### src/rtl/ldst_arbiter.sv
// Round-robin arbiter sharing one downstream ldst port among N_REQ requesters,
// with sticky grant under stall and an in-order ID FIFO for response routing.
module ldst_arbiter #(
  parameter int unsigned N_REQ   = 2,
  parameter int unsigned MAX_OUT = 2,
  parameter int unsigned AW      = 32,
  parameter int unsigned DW      = 32
) (
  input  logic                           clk,
  input  logic                           rst_n,
  input  logic [N_REQ-1:0]               up_req_vld,
  output logic [N_REQ-1:0]               up_req_rdy,
  input  logic [N_REQ*AW-1:0]            up_req_addr,
  input  logic [N_REQ-1:0]               up_req_st,
  input  logic [N_REQ*DW-1:0]            up_req_data,
  output logic [N_REQ-1:0]               up_rsp_vld,
  input  logic [N_REQ-1:0]               up_rsp_rdy,
  output logic [DW-1:0]                  up_rsp_data,
  output logic                           dn_req_vld,
  input  logic                           dn_req_rdy,
  output logic [AW-1:0]                  dn_req_addr,
  output logic                           dn_req_st,
  output logic [DW-1:0]                  dn_req_data,
  input  logic                           dn_rsp_vld,
  output logic                           dn_rsp_rdy,
  input  logic [DW-1:0]                  dn_rsp_data,
  output logic [$clog2(MAX_OUT+1)-1:0]   out_cnt,
  output logic                           err_orphan
);

  localparam int unsigned IDW = (N_REQ > 1) ? $clog2(N_REQ) : 1;
  localparam int unsigned PW  = (MAX_OUT > 1) ? $clog2(MAX_OUT) : 1;
  localparam int unsigned CW  = $clog2(MAX_OUT + 1);

  logic [IDW-1:0] rr_ptr;
  logic [IDW-1:0] lock_id;
  logic           lock_vld;
  logic [IDW-1:0] cand_id;
  logic           cand_vld;
  logic [IDW-1:0] winner;
  logic           sel_vld;
  logic           can_issue;
  logic           dn_req_hs;
  logic           rsp_pop;
  logic           fifo_empty;
  logic [IDW-1:0] head;
  logic [IDW-1:0] id_mem [MAX_OUT];
  logic [PW-1:0]  wr_ptr;
  logic [PW-1:0]  rd_ptr;

  function automatic logic [PW-1:0] ptr_inc(input logic [PW-1:0] p);
    return (32'(p) == MAX_OUT - 1) ? '0 : p + 1'b1;
  endfunction

  // First valid requester at or after rr_ptr, with wrap-around.
  always_comb begin
    cand_vld = 1'b0;
    cand_id  = '0;
    for (int unsigned k = 0; k < N_REQ; k++) begin
      for (int unsigned i = 0; i < N_REQ; i++) begin
        if (!cand_vld && up_req_vld[i] && ((32'(rr_ptr) + k) % N_REQ) == i) begin
          cand_vld = 1'b1;
          cand_id  = IDW'(i);
        end
      end
    end
  end

  // A locked grant relies on the requester holding vld until accepted.
  assign winner     = lock_vld ? lock_id : cand_id;
  assign sel_vld    = lock_vld | cand_vld;
  assign fifo_empty = (out_cnt == '0);
  assign head       = id_mem[rd_ptr];
  assign rsp_pop    = !fifo_empty & dn_rsp_vld & dn_rsp_rdy;
  assign can_issue  = (out_cnt < CW'(MAX_OUT)) | rsp_pop;
  assign dn_req_vld = sel_vld & can_issue;
  assign dn_req_hs  = dn_req_vld & dn_req_rdy;

  // Downstream packet mux and per-requester ready.
  always_comb begin
    up_req_rdy  = '0;
    dn_req_addr = '0;
    dn_req_st   = 1'b0;
    dn_req_data = '0;
    for (int unsigned i = 0; i < N_REQ; i++) begin
      if (winner == IDW'(i)) begin
        dn_req_addr   = up_req_addr[i*AW +: AW];
        dn_req_st     = up_req_st[i];
        dn_req_data   = up_req_data[i*DW +: DW];
        up_req_rdy[i] = dn_req_rdy & can_issue;
      end
    end
  end

  // Route responses to the FIFO head; drain responses with no owner.
  always_comb begin
    up_rsp_vld = '0;
    dn_rsp_rdy = 1'b1;
    if (!fifo_empty) begin
      for (int unsigned i = 0; i < N_REQ; i++) begin
        if (head == IDW'(i)) begin
          up_rsp_vld[i] = dn_rsp_vld;
          dn_rsp_rdy    = up_rsp_rdy[i];
        end
      end
    end
  end

  assign up_rsp_data = dn_rsp_data;

  always_ff @(posedge clk) begin
    if (!rst_n) begin
      rr_ptr     <= '0;
      lock_vld   <= 1'b0;
      lock_id    <= '0;
      wr_ptr     <= '0;
      rd_ptr     <= '0;
      out_cnt    <= '0;
      err_orphan <= 1'b0;
    end else begin
      if (dn_req_hs) begin
        rr_ptr   <= (32'(winner) == N_REQ - 1) ? '0 : winner + 1'b1;
        lock_vld <= 1'b0;
        wr_ptr   <= ptr_inc(wr_ptr);
      end else if (dn_req_vld) begin
        lock_vld <= 1'b1;
        lock_id  <= winner;
      end
      if (rsp_pop) begin
        rd_ptr <= ptr_inc(rd_ptr);
      end
      case ({dn_req_hs, rsp_pop})
        2'b10:   out_cnt <= out_cnt + 1'b1;
        2'b01:   out_cnt <= out_cnt - 1'b1;
        default: out_cnt <= out_cnt;
      endcase
      if (fifo_empty && dn_rsp_vld) begin
        err_orphan <= 1'b1;
      end
    end
  end

  // ID storage needs no reset: entries are only read between push and pop.
  always_ff @(posedge clk) begin
    if (dn_req_hs) begin
      id_mem[wr_ptr] <= winner;
    end
  end

endmodule

### config.mk
export PLATFORM = sky130hd
export DESIGN_NAME = ldst_arbiter
export DESIGN_NICKNAME = d
export VERILOG_FILES = /design/src/rtl/ldst_arbiter.sv
export SDC_FILE = /design/constraint.sdc
export NUM_CORES = 1
export LEC_CHECK = 0
export BUFFER_PORTS_ARGS = -buffer_cell sky130_fd_sc_hd__buf_2
export CORE_AREA = 8 8 102 104
export CTS_BUF_LIST = sky130_fd_sc_hd__clkbuf_16
export DETAILED_ROUTE_END_ITERATION = 16
export DIE_AREA = 0 0 110 112
export PLACE_DENSITY = 0.66
export SYNTH_ARGS = -nofsm -noshare
export SYNTH_HDL_FRONTEND = slang
export SYNTH_SLANG_ARGS = --single-unit
### constraint.sdc
create_clock -name clk -period 4.21 [get_ports clk]
set_input_delay 0.2105 -clock clk [delete_from_list [all_inputs] [get_ports clk]]
set_output_delay 0.2105 -clock clk [all_outputs]
set_load 0.02 [all_outputs]
* Word level (Yosys, flattened, before mapping)
Memory sizes are Yosys's and may differ from the RTL's. A register that Yosys moved wholly into a read port is not among the register bits.
Cells that the tools add are included.
** Storage, ports and cells
- Memories kept :: 1
- Bits in registers :: 8
- Logic and storage cells :: 70
- Bits in writable memories :: 2
** Operators by class
- Equal/unequal tests :: 2
- Add/subtract/negate cells :: 6
- Bitwise logic cells :: 9
- Reduce and logical (&&, ||, !) cells :: 18
- Order comparisons :: 1
- Muxes and demuxes :: 26
** Memory list
- id_mem :: words 2, bits a word 1, read ports 1, clocked after memory_dff 1, wr ports 1, line 47 : logic [IDW-1:0] id_mem [MAX_OUT];
** Operators with widths (number)
- $logic_not 32->1 :: 2
- $mux 32 :: 2
- $mux 1 :: 22
- $logic_and 1x1->1 :: 8
- $and 1x1->1 :: 5
- $add 1x1->1 const B :: 4
- $logic_not 1->1 :: 4
- $pmux 2 s2 :: 1
- $add 2x1->2 const B :: 1
- $eq 2x1->1 const B :: 1
- $eq 2x2->1 const B :: 1
- $logic_not 2->1 :: 1
- $lt 2x2->1 const B :: 1
- $mux 2 :: 1
- $not 1->1 :: 2
- $or 1x1->1 :: 2
- $reduce_and 2->1 :: 1
- $reduce_bool 2->1 :: 1
- $reduce_or 2->1 :: 1
- $sub 2x1->2 const B :: 1

* Logic depth before layout (Yosys ltp)
Gate-level depths: netlist of run 1.
- Depth in word-level cells :: 20
- Mapped depth :: 8
- Mapped depth without buffers :: 8

* Worst setup path after synthesis of run 1
Ideal clock, no wire load.
- Path kind :: reg-to-reg
- Start point :: register (tool-made name)
- End point :: register out_cnt[1]
- Required time :: 4140 ps
- Cell stages (with the launch flop) :: 8
- Slack :: 2055 ps
- Buffers on the path :: 0
- Arrival time :: 2085 ps
- Period minus slack after synthesis :: 2155 ps
- Cell sequence :: dfxtp_1 -> mux2i_4 -> mux2_4 -> a211oi_2 -> inv_1 -> ha_1 -> or3_1 -> a21oi_1
** RTL lines
- end signal, assigned :: line 133 : 2'b10: out_cnt <= out_cnt + 1'b1;
- end signal, assigned :: line 134 : 2'b01: out_cnt <= out_cnt - 1'b1;
- end signal, assigned :: line 135 : default: out_cnt <= out_cnt;
- end, declared :: line 27 : output logic [$clog2(MAX_OUT+1)-1:0] out_cnt,

* Worst setup path after layout of run 1
- Start point :: register lock_vld
- End point :: output dn_req_addr[4]
** Between the ends
- Word-level cells in the longest chain between the ends :: 2
** RTL lines
- start, declared :: line 37 : logic lock_vld;
- start signal, assigned :: line 114 : lock_vld <= 1'b0;
- start signal, assigned :: line 123 : lock_vld <= 1'b0;
- start signal, assigned :: line 126 : lock_vld <= 1'b1;
- $mux 1 :: line 70 : assign winner = lock_vld ? lock_id : cand_id;
- $mux 32 :: line 86 : if (winner == IDW'(i)) begin
- end, declared :: line 21 : output logic [AW-1:0] dn_req_addr,
Every way passes these cells.

==> impl_metrics.ini, run 1 <==
[timing]
tns_ps = 0
post-route-period-util_pct = 57.2
slew_headroom_pct = 43.8
setup_viol = 0
drv_slew = 0
tightest_slew_ps = 842
rsz0062_at_grt = false
finalHoldViolCount = 0
min_period_ps = 2410
fmax_mhz = 416
finClkSkew_ps = 0.680

[worst_setup_path]
start_kind = flip-flop
startpoint = lock_vld$_SDFFE_PP0N_
arrival_ps = 2200
path_class = reg -> out
cp_max_fo = 70
critPathSlowestCell = buf_4
crit_path_cell_trace = nand2_1 > o31ai_4 > buf_4 > mux2_2 > buf_2
required_ps = 4000
end_kind = primary output
slowest_delay_ps = 650

[yosys]
synth_edf_count = 2
yosys_warnings = 0
yosys.area.top_type = mux2_2
synth-seq-area-share_pct = 15.0
synthesis.nets = 343
synth_common_cells = 65 x mux2_2, 33 x buf_4, 9 x dfxtp_1, 9 x nor2_1, 7 x inv_1
ys_ff_latch = 11
ys_types = 29
netlist.area_leader.share_pct = 45.6
ys.flop_type = dfxtp_1
synth_most_common_cell = mux2_2
synth_area_per_cell_um2 = 9.34
synthArstFlopShare_pct = 0
synthTopCellsByArea = mux2_2 46%, buf_4 15%, dfxtp_1 11%, edfxtp_1 3.7%, nor2_1 2.1%
synthCells = 172
syn_area_mm2 = 0.00161

[detailed_routing]
firstDrtPassIters = 4
initialDrtViolationCount = 174
final_antenna_net_count = 0
drt-wirelength-per-cell_um = 16.4
wl_um = 7510
vias_per_cell = 4.23
routed-via-count = 1943
drc_errors = 0

[power_and_ir_drop]
p_per_area_mw_per_mm2 = 286
ir_worst_vdd_mv = 0.138
power_uw = 745
leakage_uw = 0.00136

[clocking]
cts.sinks = 11
clockRootBuffer = clkbuf_16
ctsHoldBuffers = 0
path_clk_slew_ps = 40
insertion_delay_ps = 240
cts_setup_buffers = 0
post_cts_resized = 0
clockBufferDepth = 2
ctsHtreeMaxLevel = 1
numCtsBuffers = 3
cts_tree = yes

[floorplan]
ios = 276
start_util_pct = 18.1
die_x_um = 110
dieArea_mm2 = 0.0123
row_count = 35
core_mm2 = 0.00889
die-height_um = 112

[final_layout]
drive_gt1_share_pct = 81.9
layout.nets = 520
antenna_cells = 0
area_growth_syn_to_layout_pct = 62.2

[grt]
gr-usage-all-layers_pct = 10.8
overflow = 0
grt_max_degree = 71
grt_pass1_wl_um = 10800
grt_pass1_vias = 2027
antenna_found_initial = 0

[status]
status = completed

[place]
dp_hpwl_um = 6610
io_buffers = 211
gp_congestion = 0.842

[flow_run]
drv_cap = 0

[hold_path]
hp-class = in -> reg
worstHoldStart = dn_rsp_vld
## per-stage QoR
stage / area [µm²] / instances / setup slack [ps] / hold WS (ps) / util, %
after floorplan: 1610 / 172 / 2060 / 349 / -
after global placement: 2530 / 455 / 1970 / 421 / 28.4
after detailed placement: 2530 / 455 / 1910 / 421 / 28.4
after CTS: 2610 / 459 / 1800 / 263 / 29.3
after global routing: 2610 / 459 / 1680 / 281 / 29.3
final: 2610 / 459 / 1800 / 258 / 29.3
## sequential cells by signal, summed over array words and instances (netlist names), named ones only
register	count
wr_ptr	1
id_mem	2
lock_id	1
err_orphan	1
out_cnt	2
lock_vld	1
rr_ptr	1
rd_ptr	1
## layout by cell type, fill, tap and decap left out
cell	n
nor4_1	1
xnor2_1	1
a211oi_2	1
o21ai_0	6
a21oi_1	6
mux2i_4	1
nor2b_1	1
clkbuf_16	3
edfxtp_1	2
o211ai_1	1
nand2_1	5
ha_1	1
xor2_1	1
inv_1	8
and2_2	1
nand3_1	2
buf_4	1
o21ai_1	1
mux2_4	1
mux2i_1	3
nor2_1	9
o221a_1	1
nor3_1	2
dfxtp_1	9
o31ai_4	1
nand4_1	1
or3_1	2
mux2_2	65
buf_2	211
## power breakdown
group | internal, µW | switching [µW] | total (µW) | leakage [µW]
Combinational | 197 | 236 | 433 | 0.00123
Clock | 125 | 45.2 | 170 | 0.0000423
Sequential | 124 | 18.6 | 143 | 0.0000931
Total | 445 | 300 | 745 | 0.00136
## cells by family after synthesis
logic type                 share of synthesized area [%]
xor gates and xnor gates                            1.09
DFF                                                 15.0
buffers and inverters                               19.2
muxes                                               49.8
adders and majority gates                          0.779
AOI/OAI and AO/OA                                   7.32
and+or+nand+nor                                     6.93
## worst max-delay path: cells and delay by family, from the launching register on
family / cells / cell delay (ps)
buf+inv: 2 / 820
compound gates: 1 / 60
flops: 1 / 420
mux: 1 / 450
simple gates: 1 / 120
## worst paths after layout
path | to | slack, ps | cells after the start
max | dn_req_addr[4] | 1800 | 5
min | err_orphan$_SDFFE_PN0P_ | 260 | 3
max reg2reg | out_cnt[1]$_SDFFE_PN0P_ | 1870 | 7
min reg2reg | err_orphan$_SDFFE_PN0P_ | 460 | 2
## metal layers
metal	routed length (µm)	global-route usage, %	up-vias
li1	-	-	928
met1	2490	11.1	874
met2	3770	19.2	113
met3	1060	3.99	28
met4	186	4.23	0
met5	0	0	-
## cell type report
class                      instances  area, µm²
clock buffer                       3       75.1
clock inverter                     1       3.75
fill                             950       6280
inverter                           7       26.3
multi-input combinational        114       1060
sequential                        11        240
tap                              111        139
timing repair buffer             212       1060
(Power assumes the default switching activity.)
==> run 2: changes to the inputs <==
CORE_AREA = 8 8 100 102   (was 8 8 102 104)
DIE_AREA = 0 0 108 110   (was 0 0 110 112)
PLACE_DENSITY = 0.71   (was 0.66)
clock period = 2.2 ns   (was 4.21 ns; I/O delays follow)
==> impl_metrics.ini, run 2 (synthesis results as in run 1) <==
[final_layout]
top_regs = id_mem (2), out_cnt (2)
final_common_cell = buf_2
post-route-util_pct = 31.4
drive_gt1_share_pct = 82.9
mostFrequentLayoutCells = 211 x buf_2, 65 x mux2_2, 9 x nor2_1, 8 x dfxtp_1, 7 x inv_1
area_growth_syn_to_layout_pct = 65.5
layout.nets = 523
final_cell_area_mm2 = 0.00266
antenna_cells = 0

[status]
status = completed

[worst_setup_path]
cp_max_fo = 4
arrival_ps = 2230
required_ps = 2360
start_kind = flip-flop
path_class = reg -> reg
end_kind = flip-flop

[grt]
antenna_found_initial = 3
gr-usage-all-layers_pct = 10.6
grt_pass1_vias = 2088
grt_pass1_wl_um = 10400
overflow = 0
grt_max_degree = 43

[floorplan]
die_x_um = 108
start_util_pct = 19.0
row_count = 34
ios = 276
die-height_um = 110
core_mm2 = 0.00847
dieArea_mm2 = 0.0119

[power_and_ir_drop]
power_frac_seq_pct = 19.0
p_per_area_mw_per_mm2 = 547
leakage_uw = 0.00138
clkPwrFrac_pct = 22.4
p_int_uw = 871
swShare_pct = 40.2
power_frac_comb_pct = 58.7
p_sw_uw = 585
ir_worst_vdd_mv = 0.256

[detailed_routing]
drt-wirelength-per-cell_um = 16.7
vias_per_cell = 4.29
firstDrtPassIters = 5
final_antenna_net_count = 0
wl_um = 7650
drc_errors = 0
routed-via-count = 1971
initialDrtViolationCount = 159

[clocking]
numCtsBuffers = 3
cts.sinks = 11
clockBufferDepth = 2
ctsHoldBuffers = 0
clockRootBuffer = clkbuf_16
path_clk_slew_ps = 40
cts_tree = yes
insertion_delay_ps = 240
ctsHtreeMaxLevel = 1
cts_setup_buffers = 0

[timing]
fmax_mhz = 485
setup_viol = 0
post-route-period-util_pct = 93.8
setup_slack_ps = 136
finalHoldViolCount = 0
drv_slew = 0
tightest_slew_ps = 474
slew_headroom_pct = 68.1
finClkSkew_ps = 1.83
min_period_ps = 2060

[flow_run]
drv_cap = 0

[place]
pre_cts_ws_ps = -0.220
io_buffers = 211
placedInstanceArea_mm2 = 0.00256
dp_hpwl_um = 6800
gp_congestion = 0.792

[hold_path]
hp-class = in -> reg
==> run 2: final cells by class <==
cell class              count  area, µm²
clock inverters             1       3.75
repair buffers            215       1100
inverters                   7       26.3
multi-input cells         114       1080
flip-flops and latches     11        241
well taps                 108        135
fillers                   871       5810
clock buffers               3       75.1
==> run 2: layer usage <==
metal / track usage (%) / up-vias / part of all wire [%]
met5: 0 / - / 0.51
met4: 3.87 / 6 / 1.9
met3: 5.06 / 26 / 13
met2: 17.0 / 135 / 51
met1: 12.0 / 867 / 34
li1: - / 937 / -
==> run 2: worst max-delay path, stage by stage (launching register included) <==
cell and delay (ps):
edfxtp_1 400, mux2i_4 180, mux2_4 350, a211oi_4 250, inv_2 70, ha_4 160, xnor2_1 120, or3_1 310
a21oi_1 150
==> run 2: metrics by stage <==
step	instances	power, µW	setup TNS, ps	hold slack (ps)
6_report	459	1460	0	154
3_3_place_gp	455	1110	0	220
4_1_cts	459	1460	0	156
3_5_place_dp	455	1120	-0.220	220
2_1_floorplan	172	885	0	249
5_1_grt	459	1540	-4.21	169
==> run 2: timing repair <==
item | CTS | global route
pin swaps | 0 | 1
setup endpoints to repair | 1 | 1
gates cloned | 0 | 0
gates resized for setup | 2 | 2
==> run 2: final timing paths <==
check | slack [ps] | depth (start not counted) | start | endpoint
setup / recovery | 140 | 8 | id_mem[1]$_DFFE_PP_ | out_cnt[1]$_SDFFE_PN0P_
hold / removal | 150 | 3 | dn_rsp_vld | err_orphan$_SDFFE_PN0P_
setup reg to reg | 140 | 8 | id_mem[1]$_DFFE_PP_ | out_cnt[1]$_SDFFE_PN0P_
hold reg to reg | 460 | 2 | err_orphan$_SDFFE_PN0P_ | err_orphan$_SDFFE_PN0P_
==> run 2: power by group through the flow <==
stage | combinational (µW) | sequential (µW) | clock [µW]
floorplan | 606 | 280 | 0
detailed placement | 848 | 276 | 0
finish | 854 | 276 | 325
global placement | 833 | 274 | 0
CTS | 855 | 275 | 331
global route | 916 | 279 | 343
==> run 3: changes to the inputs <==
CELL_PAD_IN_SITES_DETAIL_PLACEMENT = 0   (was unset)
CELL_PAD_IN_SITES_GLOBAL_PLACEMENT = 1   (was unset)
CORE_AREA = unset   (was 8 8 100 102)
CORE_MARGIN = 8   (was unset)
CORE_UTILIZATION = 15   (was unset)
DIE_AREA = unset   (was 0 0 108 110)
PLACE_DENSITY = 0.83   (was 0.71)
==> impl_metrics.ini, run 3 (synthesis results as in run 1) <==
[power_and_ir_drop]
leakage_uw = 0.00138
p_int_uw = 871
power_frac_seq_pct = 18.9
clkPwrFrac_pct = 22.4
ir_worst_vdd_mv = 0.338
swShare_pct = 40.4
power_frac_comb_pct = 58.8
p_per_area_mw_per_mm2 = 542
p_sw_uw = 589

[clocking]
numCtsBuffers = 3
insertion_delay_ps = 240
clockBufferDepth = 2
path_clk_slew_ps = 40
ctsHtreeMaxLevel = 1
cts_tree = yes
clockRootBuffer = clkbuf_16
cts.sinks = 11

[final_layout]
layout.nets = 523
multi_input_area_mm2 = 0.00108
top_regs = id_mem (2), out_cnt (2)
area_growth_syn_to_layout_pct = 67.8
final_common_cell = buf_2
fillCellCount = 1121
seqCellArea_um2 = 241
mostFrequentLayoutCells = 211 x buf_2, 65 x mux2_2, 9 x nor2_1, 8 x dfxtp_1, 7 x inv_1
final_cell_area_mm2 = 0.00270
drive_gt1_share_pct = 82.9

[timing]
setup_viol = 0
post-route-period-util_pct = 95.7
finalHoldViolCount = 0
rsz0062_at_grt = false
finClkSkew_ps = 0.757
tightest_slew_ps = 499
drv_slew = 0
hold_ws_ps = 157
slew_headroom_pct = 66.5
fmax_mhz = 475
min_period_ps = 2110

[worst_setup_path]
r2r-start = id_mem[1]$_DFFE_PP_
r2r-end = out_cnt[1]$_SDFFE_PN0P_
worstRegToRegCells = 8
slowest_delay_ps = 400
crit_path_cell_trace = mux2i_4 > mux2_4 > a211oi_4 > inv_2 > ha_4 > xnor2_1 > or3_1 > a21oi_1
rrSetupSlack_ps = 90
cp_max_fo = 3
critPathSlowestCell = edfxtp_1
path_class = reg -> reg
end_kind = flip-flop
required_ps = 2370
startpoint = id_mem[1]$_DFFE_PP_
arrival_ps = 2270
crit_end = out_cnt[1]$_SDFFE_PN0P_
start_kind = flip-flop

[place]
io_buffers = 211
placedInstanceArea_mm2 = 0.00259
dp_hpwl_um = 6890
gp_congestion = 0.753

[status]
status = completed

[grt]
antenna_found_initial = 0
gr-usage-all-layers_pct = 9.75
overflow = 0
grt_util_met1_pct = 9.96
grt_max_degree = 71
grt_pass1_vias = 2148
met3_usage_pct = 4.08
top_usage_layer = met2
grtUsageMet2_pct = 17.6
grt_pass1_wl_um = 11600

[detailed_routing]
initialDrtViolationCount = 98
drt-wirelength-per-cell_um = 16.1
routed-via-count = 1979
final_antenna_net_count = 0
drc_errors = 0
wl_um = 7870
vias_per_cell = 4.06
firstDrtPassIters = 4

[hold_path]
hp-class = in -> reg

[floorplan]
ios = 276
core_mm2 = 0.0104
row_count = 37
dieArea_mm2 = 0.0143
die-height_um = 119
die_x_um = 119
start_util_pct = 15.5

[flow_run]
drv_cap = 0
run 3: cell types whose count changed in the layout (fill, tap and decap cells not counted):
cell,before,now
diode_2,0,1
run 3: what timing repair did:
| action | in CTS | in global routing |
|---|---|---|
| setup endpoints to repair | 1 | 1 |
| hold buffers | 0 | 0 |
| gates resized for setup | 2 | 2 |
| buffers inserted | 1 | 0 |
run 3: metrics by stage:
step                total power, µW  util [%]  TNS (ps)  setup WS, ps  cells
floorplan                       885         -         0          45.1    172
global placement               1110      24.9         0          42.9    482
detailed placement             1130      24.9     -37.9         -37.9    482
CTS                            1470      25.9         0          2.51    487
global route                   1550      26.0         0          1.16    487
finish                         1460      26.0         0          94.4    488
run 3: how the worst min path moves through the flow:
stage,startpoint,to,slack [ps],cells past startpoint
after floorplan,rst_n,lock_id$_SDFFE_PN0P_,250,2
after global placement,dn_rsp_data[0],up_rsp_data[0],220,0
after detailed placement,dn_rsp_data[0],up_rsp_data[0],220,0
after CTS,dn_rsp_vld,err_orphan$_SDFFE_PN0P_,160,3
after global routing,rst_n,rr_ptr$_SDFFE_PN0P_,190,2
final,dn_rsp_vld,err_orphan$_SDFFE_PN0P_,160,3
run 3: power by group through the flow:
stage	registers, µW	clock network, µW	logic, µW
detailed placement	276	0	852
finish	275	326	858
CTS	275	332	862
global placement	274	0	836
global route	280	344	921
floorplan	280	0	606
run 3: layout make-up:
class	count	share of cell area, %
Timing Repair Buffer	215	40.7
Inverter	7	0.974
Tap cell	136	6.31
Antenna cell	1	0.0928
Clock inverter	1	0.139
Sequential cell	11	8.96
Clock buffer	3	2.78
Multi-Input combinational cell	114	40.0
run 3: metal layers:
metal,vias to the layer above,wire [µm]
met3,24,924
met2,117,4090
met5,-,0
met1,896,2700
met4,0,148
li1,942,-
run 3: critical path: cells and delay by family, from the launching register on:
family / cells / cell delay (ps)
muxes: 2 / 530
AOI/OAI and AO/OA: 2 / 430
DFF: 1 / 400
and+or+nand+nor: 1 / 310
adders and majority gates: 1 / 160
xor gates and xnor gates: 1 / 120
buffers and inverters: 1 / 80
